### src/rtl/lsu_pkg.sv
// Shared definitions for the LSU data-memory port: op encodings, FSM states,
// byte-space bound and the request legality check.
package lsu_pkg;

  typedef enum logic [2:0] {
    OP_LW  = 3'b000,
    OP_LB  = 3'b001,
    OP_LBU = 3'b010,
    OP_LH  = 3'b011,
    OP_LHU = 3'b100,
    OP_SB  = 3'b101,
    OP_SH  = 3'b110,
    OP_SW  = 3'b111
  } op_e;

  typedef enum logic [1:0] {
    IDLE   = 2'd0,
    ACCESS = 2'd1,
    WRITE  = 2'd2,
    RESP   = 2'd3
  } state_e;

  localparam int ADDR_BITS   = 9;
  localparam int WORD_ADDR_W = ADDR_BITS - 2;

  function automatic logic is_store(input op_e op);
    return (op == OP_SB) || (op == OP_SH) || (op == OP_SW);
  endfunction

  // Out of the 512-byte space, or not naturally aligned for its width.
  function automatic logic is_illegal(input op_e op, input logic [31:0] addr);
    logic bad;
    bad = |addr[31:ADDR_BITS];
    case (op)
      OP_LW, OP_SW:         bad = bad | (|addr[1:0]);
      OP_LH, OP_LHU, OP_SH: bad = bad | addr[0];
      default:              bad = bad;
    endcase
    return bad;
  endfunction

endpackage

### src/rtl/lsu_dm_port_if.sv
// CPU request/response and word-memory signals of the LSU data-memory port.
interface lsu_dm_port_if;
  import lsu_pkg::*;

  logic                   req_valid;
  logic                   req_ready;
  logic [2:0]             req_op;
  logic [31:0]            req_addr;
  logic [31:0]            req_wdata;
  logic                   rsp_valid;
  logic [31:0]            rsp_rdata;
  logic                   rsp_err;
  logic                   mem_we;
  logic [WORD_ADDR_W-1:0] mem_addr;
  logic [31:0]            mem_wdata;
  logic [31:0]            mem_rdata;

  modport slave (
    input  req_valid, req_op, req_addr, req_wdata, mem_rdata,
    output req_ready, rsp_valid, rsp_rdata, rsp_err, mem_we, mem_addr, mem_wdata
  );

  modport master (
    output req_valid, req_op, req_addr, req_wdata, mem_rdata,
    input  req_ready, rsp_valid, rsp_rdata, rsp_err, mem_we, mem_addr, mem_wdata
  );

endinterface

### src/rtl/lsu_align.sv
// Byte/half lane selection: extended load data and store merge word from one word.
module lsu_align
  import lsu_pkg::*;
(
  input  op_e         op,
  input  logic [1:0]  off,
  input  logic [31:0] word,
  input  logic [31:0] wdata,
  output logic [31:0] load_data,
  output logic [31:0] merge_data
);

  logic [7:0]  byte_sel;
  logic [15:0] half_sel;

  always_comb begin
    byte_sel   = word[7:0];
    half_sel   = off[1] ? word[31:16] : word[15:0];
    load_data  = word;
    merge_data = wdata;

    case (off)
      2'd1:    byte_sel = word[15:8];
      2'd2:    byte_sel = word[23:16];
      2'd3:    byte_sel = word[31:24];
      default: byte_sel = word[7:0];
    endcase

    case (op)
      OP_LB:   load_data = {{24{byte_sel[7]}}, byte_sel};
      OP_LBU:  load_data = {24'h0, byte_sel};
      OP_LH:   load_data = {{16{half_sel[15]}}, half_sel};
      OP_LHU:  load_data = {16'h0, half_sel};
      default: load_data = word;
    endcase

    // SW passes the full store word through; sub-word stores patch one lane.
    case (op)
      OP_SB: begin
        merge_data = word;
        case (off)
          2'd1:    merge_data[15:8]  = wdata[7:0];
          2'd2:    merge_data[23:16] = wdata[7:0];
          2'd3:    merge_data[31:24] = wdata[7:0];
          default: merge_data[7:0]   = wdata[7:0];
        endcase
      end
      OP_SH: begin
        merge_data = word;
        if (off[1]) merge_data[31:16] = wdata[15:0];
        else        merge_data[15:0]  = wdata[15:0];
      end
      default: merge_data = wdata;
    endcase
  end

endmodule

### src/rtl/lsu_dm_port.sv
// Load/store unit port onto a 128-word memory with sub-word loads and
// read-modify-write sub-word stores.
module lsu_dm_port
  import lsu_pkg::*;
(
  input logic          clk,
  input logic          rst,
  lsu_dm_port_if.slave bus
);

  state_e               state, state_nx;
  op_e                  op_q;
  logic [ADDR_BITS-1:0] addr_q;
  logic [31:0]          wdata_q;
  logic [31:0]          merge_q;
  logic [31:0]          rdata_q;
  logic                 err_q;
  logic                 ready_en;

  logic        accept;
  logic        illegal;
  logic [31:0] align_word;
  logic [31:0] load_data;
  logic [31:0] merge_data;

  assign illegal    = is_illegal(op_e'(bus.req_op), bus.req_addr);
  assign accept     = (state == IDLE) && ready_en && bus.req_valid;
  assign align_word = (state == WRITE) ? merge_q : bus.mem_rdata;

  lsu_align u_align (
    .op         (op_q),
    .off        (addr_q[1:0]),
    .word       (align_word),
    .wdata      (wdata_q),
    .load_data  (load_data),
    .merge_data (merge_data)
  );

  always_ff @(posedge clk or posedge rst) begin
    if (rst) state <= IDLE;
    else     state <= state_nx;
  end

  always_comb begin
    state_nx      = state;
    bus.req_ready = 1'b0;
    bus.rsp_valid = 1'b0;
    bus.rsp_rdata = 32'h0;
    bus.rsp_err   = 1'b0;
    bus.mem_we    = 1'b0;
    bus.mem_addr  = '0;
    bus.mem_wdata = 32'h0;

    case (state)
      IDLE: begin
        bus.req_ready = ready_en;
        if (accept) state_nx = illegal ? RESP : ACCESS;
      end
      ACCESS: begin
        bus.mem_addr = addr_q[ADDR_BITS-1:2];
        if (op_q == OP_SW) begin
          bus.mem_we    = 1'b1;
          bus.mem_wdata = merge_data;
        end
        state_nx = (op_q == OP_SB || op_q == OP_SH) ? WRITE : RESP;
      end
      WRITE: begin
        bus.mem_we    = 1'b1;
        bus.mem_addr  = addr_q[ADDR_BITS-1:2];
        bus.mem_wdata = merge_data;
        state_nx      = RESP;
      end
      RESP: begin
        bus.rsp_valid = 1'b1;
        bus.rsp_rdata = rdata_q;
        bus.rsp_err   = err_q;
        state_nx      = IDLE;
      end
      default: state_nx = IDLE;
    endcase
  end

  // ready_en keeps req_ready low until the first edge after reset release.
  always_ff @(posedge clk or posedge rst) begin
    if (rst) begin
      ready_en <= 1'b0;
      op_q     <= OP_LW;
      addr_q   <= '0;
      wdata_q  <= 32'h0;
      merge_q  <= 32'h0;
      rdata_q  <= 32'h0;
      err_q    <= 1'b0;
    end else begin
      ready_en <= 1'b1;
      if (accept) begin
        op_q    <= op_e'(bus.req_op);
        addr_q  <= bus.req_addr[ADDR_BITS-1:0];
        wdata_q <= bus.req_wdata;
        err_q   <= illegal;
        rdata_q <= 32'h0;
        merge_q <= 32'h0;
      end else if (state == ACCESS) begin
        if (!is_store(op_q))                  rdata_q <= load_data;
        if (op_q == OP_SB || op_q == OP_SH)   merge_q <= bus.mem_rdata;
      end
    end
  end

endmodule

### src/flat_wrapper.sv
// flat-port wrapper written by rule: the top's interface ports become plain ports
module lsu_dm_port_flat import lsu_pkg::*;
  (clk, rst, bus_req_valid, bus_req_op, bus_req_addr, bus_req_wdata, bus_mem_rdata, bus_req_ready, bus_rsp_valid, bus_rsp_rdata, bus_rsp_err, bus_mem_we, bus_mem_addr, bus_mem_wdata);
  lsu_dm_port_if bus_i ();
  input logic clk;
  input logic rst;
  input wire logic [$bits(bus_i.req_valid)-1:0] bus_req_valid;
  input wire logic [$bits(bus_i.req_op)-1:0] bus_req_op;
  input wire logic [$bits(bus_i.req_addr)-1:0] bus_req_addr;
  input wire logic [$bits(bus_i.req_wdata)-1:0] bus_req_wdata;
  input wire logic [$bits(bus_i.mem_rdata)-1:0] bus_mem_rdata;
  output wire logic [$bits(bus_i.req_ready)-1:0] bus_req_ready;
  output wire logic [$bits(bus_i.rsp_valid)-1:0] bus_rsp_valid;
  output wire logic [$bits(bus_i.rsp_rdata)-1:0] bus_rsp_rdata;
  output wire logic [$bits(bus_i.rsp_err)-1:0] bus_rsp_err;
  output wire logic [$bits(bus_i.mem_we)-1:0] bus_mem_we;
  output wire logic [$bits(bus_i.mem_addr)-1:0] bus_mem_addr;
  output wire logic [$bits(bus_i.mem_wdata)-1:0] bus_mem_wdata;
  assign bus_i.req_valid = bus_req_valid;
  assign bus_i.req_op = bus_req_op;
  assign bus_i.req_addr = bus_req_addr;
  assign bus_i.req_wdata = bus_req_wdata;
  assign bus_i.mem_rdata = bus_mem_rdata;
  assign bus_req_ready = bus_i.req_ready;
  assign bus_rsp_valid = bus_i.rsp_valid;
  assign bus_rsp_rdata = bus_i.rsp_rdata;
  assign bus_rsp_err = bus_i.rsp_err;
  assign bus_mem_we = bus_i.mem_we;
  assign bus_mem_addr = bus_i.mem_addr;
  assign bus_mem_wdata = bus_i.mem_wdata;
  lsu_dm_port u_core (.clk(clk), .rst(rst), .bus(bus_i));
endmodule
### config.mk
export PLATFORM = sky130hd
export DESIGN_NAME = lsu_dm_port_flat
export DESIGN_NICKNAME = d
export VERILOG_FILES = /design/src/rtl/lsu_pkg.sv /design/src/rtl/lsu_dm_port_if.sv /design/src/rtl/lsu_align.sv /design/src/rtl/lsu_dm_port.sv /design/src/flat_wrapper.sv
export SDC_FILE = /design/constraint.sdc
export NUM_CORES = 1
export LEC_CHECK = 0
export ABC_CLOCK_PERIOD_IN_PS = 5850
export BUFFER_PORTS_ARGS = -buffer_cell sky130_fd_sc_hd__buf_2
export CAP_MARGIN = 20
export CORE_MARGIN = 4
export CORE_UTILIZATION = 57
export DETAILED_ROUTE_END_ITERATION = 8
export GPL_TIMING_DRIVEN = 0
export HOLD_SLACK_MARGIN = 0.15
export PLACE_DENSITY = 0.9
export SLEW_MARGIN = 20
export SYNTH_ARGS = -nofsm -noshare
export SYNTH_HDL_FRONTEND = slang
export SYNTH_SLANG_ARGS = --single-unit
### constraint.sdc
create_clock -name clk -period 5.85 [get_ports clk]
set_clock_uncertainty 0.05 [all_clocks]
set_input_delay 0.585 -clock clk [delete_from_list [all_inputs] [get_ports clk]]
set_output_delay 0.585 -clock clk [all_outputs]
set_load 0.02 [all_outputs]
* Yosys cells after proc, flatten, opt, wreduce, memory -nomap -nowiden
Cells that the tools add are included.
** Operators by class
- Eq/ne operators :: 19
- Mux-type cells :: 31
- Bitwise logic cells :: 2
- Reduce and logical (&&, ||, !) cells :: 16
** Operators with widths (number)
- $mux W32 :: 9
- $pmux W32 S2 :: 2
- $pmux W32 S4 :: 1
- $mux W16 :: 3
- $mux W8 :: 4
- $pmux W8 S3 :: 1
- $reduce_or A23 Y1 :: 1
- $eq A3 B3 Y1 const B :: 7
- $eq A3 B2 Y1 const B :: 3
- $eq A2 B2 Y1 const B :: 4
- $pmux W2 S4 :: 1
- $mux W7 :: 1
- $reduce_or A2 Y1 :: 3
- $reduce_or A3 Y1 :: 2
- $mux W1 :: 5
- $eq A2 B1 Y1 const B :: 2
- $mux W2 :: 2
- $ne A2 B1 Y1 const B :: 2
- $pmux W1 S2 :: 2
- $reduce_and A2 Y1 :: 2
- $reduce_bool A2 Y1 :: 2
- $eq A3 B1 Y1 const B :: 1
- $logic_not A3 Y1 :: 1
- $logic_and A1 B1 Y1 :: 2
- 3 further kinds :: 5
** Word-level totals
- Register bits after elaboration :: 112
- Output and inout port bits :: 75
- Logic and storage cells :: 76

* Depth between registers and ports, before layout
- Depth after elaboration :: 7
- Depth in mapped cells :: 10
- Depth with buffers taken out :: 7

* Cells and area by module
A second synthesis with hierarchy kept.
** Second synthesis, totals
- Cells, all modules :: 904
- Area total of the unflattened synthesis :: 7420.9 sq um
** By module, submodules not included
- lsu_dm_port :: instances 1, cells each 630, area each 5439.0 sq um, seq. area each 2802.7 sq um
- lsu_align :: instances 1, cells each 274, area each 1981.9 sq um, seq. area each 0.0 sq um

* Worst setup path after synthesis
OpenSTA, ideal clock, no wires.
- Path kind :: register to output
- Start point :: reg u_core.state[0]
- End point :: out bus_mem_wdata[0]
- Arrival :: 2.277 ns
- Data required time :: 5.215 ns
- Slack :: 2.938 ns
- Cell stages (with the launch flop) :: 10
- Path buffers :: 4
- Path through :: dfrtp_1 -> inv_1 -> ha_1 -> buf_6 -> buf_2 -> buf_2 -> a21o_1 -> nand2_1 -> clkbuf_1 -> a211oi_1
** On the way
- Word-level cells in the longest chain between the ends :: 6
- Elaborated cells between the ends (all ways) :: 8
- Classes of those cells :: eq/ne: 2; mux: 6
** RTL lines
- start, declared :: RTL line lsu_dm_port.sv:11 : state_e state, state_nx;
- start signal, assigned :: RTL line lsu_dm_port.sv:41 : else state <= state_nx;
- $eq A2 B2 Y1 :: RTL line lsu_dm_port.sv:28, lsu_dm_port.sv:54
- $mux W32 :: RTL line lsu_dm_port.sv:28 : assign align_word = (state == WRITE) ? merge_q : bus.mem_rdata;
- $mux W16 / $mux W8 (equally long branches) :: RTL line lsu_align.sv:50, lsu_align.sv:41
- $pmux W32 S2 :: RTL line lsu_align.sv:38 : case (op)
- $mux W32 :: RTL line lsu_dm_port.sv:61 : if (op_q == OP_SW) begin
- $pmux W32 S2 * :: RTL line lsu_dm_port.sv:54 : case (state)
- end, declared :: RTL line flat_wrapper.sv:18 : output wire logic [$bits(bus_i.mem_wdata)-1:0] bus_mem_wdata;
Every way passes the cells marked *; elsewhere a longest branch is shown, timed or not.

* Final worst setup path
- Start point :: reg u_core.state[0]
- End point :: out bus_mem_wdata[11]
Same word-level chain as after synthesis.

==> results.ini <==
[placed_design]
pre_cts_ws_ns = 2.60
post-dp-hpwl_um = 15600
place.gp.congestion = 0.995
port_buffers = 176

[floorplanning]
floorplan.die_area_mm2 = 0.0129
start_util_pct = 58.6
dieHeight_um = 114
floorplan.io_pins = 177
rows = 38
coreArea_mm2 = 0.0109
die_w_um = 114

[finish]
final.fill_count = 901
area_growth_pct = 20.4
drive_gt1_share_pct = 25.2
antennaDiodeCount = 0
num-nets-final = 1008

[synth]
seq_area_frac_synth_pct = 43.9
netlist-cell-type-count = 56
yosys_warnings = 0
post_synth_most_frequent_cells = sky130_fd_sc_hd__nand2_1, sky130_fd_sc_hd__dfrtp_1, sky130_fd_sc_hd__a22o_1, sky130_fd_sc_hd__and2_1, sky130_fd_sc_hd__clkbuf_1
post_synth.cell_area_avg_um2 = 8.95
synth_enable_flop_cells = 0
synth_area_mm2 = 0.00638
synth_seq_cells = 112
async_flop_share_pct = 100
most_frequent_cell_after_synthesis = sky130_fd_sc_hd__nand2_1
synthTopCellsByArea = sky130_fd_sc_hd__dfrtp_1, sky130_fd_sc_hd__nand2_1, sky130_fd_sc_hd__a22o_1, sky130_fd_sc_hd__mux2i_1, sky130_fd_sc_hd__and2_1
synthDominantCellAreaShare_pct = 43.9
syn_nets = 820
dominantRegCellSynth = sky130_fd_sc_hd__dfrtp_1
post-synth-top-area-cell = sky130_fd_sc_hd__dfrtp_1
synth_cells = 713

[timing]
slew_margin_rel_pct = 48.9
timing_worst_slew_pin_value_ns = 0.761
fin_setup_tns_ns = 0
final_period_minus_worst_setup_slack_ns = 3.74
finalSetupViolations = 0
fmax_ghz = 0.267
total_count_of_max_transition_violations_in_the_final_report = 0
unrepaired_setup_endpoints_after_global_routing = no
setup_ws_ns = 2.11
report.final.hold_viol_count = 0
final_min_period_over_clock_period_pct = 63.9

[cts]
cts_hold_buffers = 0
postCtsSetupRepairBufs = 0
htreeDepth = 3
cts_inserted_buffers = 9
cts.reportedPaths.clkPinSlew_ns = 0.11
post_cts_resized = 0
cts_tree = built
clock-sinks = 112
clock_tree.buffer_depth = 2
clk-insertion-delay-late_ns = 0.39
ctsRootBufferMaster = sky130_fd_sc_hd__clkbuf_8

[global_route]
grt_overflow = 0
largest_net_degree_at_the_start_of_global_routing = 63
grtUsageTotal_pct = 32.0
grt_antenna_before_repair = 1
vias_in_the_first_global_route = 6098
grt_pass1_wl_um = 32000

[worst_setup_path]
cp_common_cell = sky130_fd_sc_hd__buf_2
critical_path.startpoint_type = flip-flop
largest_delay_contributor_family_on_the_critical_path = buffers and inverters
timing.critical_path.slowest_cell_delay_ns = 0.44
timing.critical_path.cells = inv_1 -> ha_1 -> buf_6 -> buf_2 -> buf_2 -> a21o_1 -> nand2_1 -> clkbuf_1 -> a31oi_1 -> buf_2
cp_data_required_time_ns = 5.22
path_max_fanout = 10
worst-setup-path-type = flip-flop to primary output
arrival_time_of_the_worst_setup_path_ns = 3.10
cp_num_buf_inv = 6
worst_setup_path_end_kind = primary output
crit_slowest_cell = sky130_fd_sc_hd__dfrtp_1

[routing]
drt-wirelength-per-cell_um = 19.8
ant_nets = 0
wl_um = 20700
drt_drc_violations_left = 0
detailedRoute.firstIterationViolations = 703
iteration_count_of_the_initial_detailed_routing_pass = 6
routed-via-count = 6394
detail_route.vias_per_cell = 6.11

[power]
vdd.ir_drop.worst_mv = 0.310
pwr_density_cell_mw_per_mm2 = 565
static_leakage_uw = 0.00398
design_power_total_uw = 4340

[hold_path]
hold_path_class = input pin to asynchronous set/reset pin

[outcome]
outcome = finished, final reports clean

[run]
max-cap-violations = 0

[per-layer routing]
metal / GRT usage [%] / wire [µm] / part of all wire, %
met5: 0 / 11 / 0.053
met4: 12.4 / 879 / 4.2
met3: 6.90 / 2090 / 10
met2: 50.3 / 9600 / 46
met1: 43.5 / 8130 / 39
[layout make-up]
cell class                      instances  area, µm²  share of cell area, %
Multi-Input combinational cell        539       3320                   43.2
Sequential cell                       112       2800                   36.5
Timing Repair Buffer                  177        908                   11.8
Buffer                                 49        208                   2.70
Tap cell                              140        175                   2.28
Clock buffer                           11        151                   1.97
Clock inverter                          5       61.3                  0.798
Inverter                               13       53.8                  0.700
[final timing paths]
path | slack, ns | to | cells past startpoint | from
min | 0.15 | u_core.merge_q[17] | 2 | rst
min reg2reg | 0.43 | u_core.addr_q[3] | 2 | u_core.addr_q[3]
max in group asynchronous | 4.94 | u_core.wdata_q[31] | 3 | rst
min in group clk | 0.32 | u_core.wdata_q[20] | 3 | bus_req_wdata[20]
max | 2.11 | bus_mem_wdata[11] | 10 | u_core.state[0]
max reg2reg | 3.07 | u_core.rdata_q[25] | 9 | u_core.state[0]
[where the power goes]
group / total [µW] / internal, µW / leakage [µW] / switching [µW]
logic: 2500 / 915 / 0.00245 / 1580
registers: 1340 / 1100 / 0.00143 / 235
clock network: 508 / 225 / 0.000110 / 283
total: 4340 / 2240 / 0.00398 / 2100
[logic make-up after synthesis]
family                     count (synthesis)  synth area share (%)
and+or+nand+nor                          308                  21.5
AOI/OAI and AO/OA                        178                  21.6
DFF                                      112                  43.9
buffers and inverters                     62                  4.02
muxes                                     47                  7.94
adders and majority gates                  5                 0.981
other                                      1                0.0588
[per-stage QoR]
step / instances / utilization (%) / area (µm²) / hold slack (ns)
final: 1046 / 70.5 / 7680 / 0.153
after global routing: 1046 / 70.5 / 7680 / 0.195
after CTS: 1046 / 70.5 / 7680 / 0.177
after detailed placement: 1030 / 68.6 / 7470 / 0.404
after global placement: 1029 / 68.3 / 7440 / 0.400
after floorplan: 713 / - / 6380 / 0.387
[flip-flops by register name, indices dropped and copies added (netlist names)]
register	count
u_core.merge_q	32
u_core.rdata_q	32
u_core.wdata_q	32
u_core.addr_q	9
u_core.op_q	3
u_core.state	2
u_core.err_q	1
u_core.ready_en	1
[placed cells by master, fill, tap and decap left out, types with 6 or more instances in the layout]
cell                       count
sky130_fd_sc_hd__a22oi_1       6
sky130_fd_sc_hd__nand2b_1     12
sky130_fd_sc_hd__mux2i_1      33
sky130_fd_sc_hd__a22o_1       48
sky130_fd_sc_hd__inv_1        10
sky130_fd_sc_hd__a222oi_1      8
sky130_fd_sc_hd__o21ai_0      35
sky130_fd_sc_hd__a31oi_1      15
sky130_fd_sc_hd__or3_1         7
sky130_fd_sc_hd__a221oi_1     12
sky130_fd_sc_hd__dfrtp_1     112
sky130_fd_sc_hd__a211oi_1      8
sky130_fd_sc_hd__buf_2       183
sky130_fd_sc_hd__clkbuf_1     38
sky130_fd_sc_hd__nand3_1       9
sky130_fd_sc_hd__a21bo_2       6
sky130_fd_sc_hd__mux2_2        9
sky130_fd_sc_hd__a21oi_1       6
sky130_fd_sc_hd__clkbuf_8     11
sky130_fd_sc_hd__nand2_1     187
sky130_fd_sc_hd__nor2_1       31
sky130_fd_sc_hd__and2_1       42
sky130_fd_sc_hd__o211a_1       7
sky130_fd_sc_hd__a21o_1        8
(Power assumes the default switching activity.)
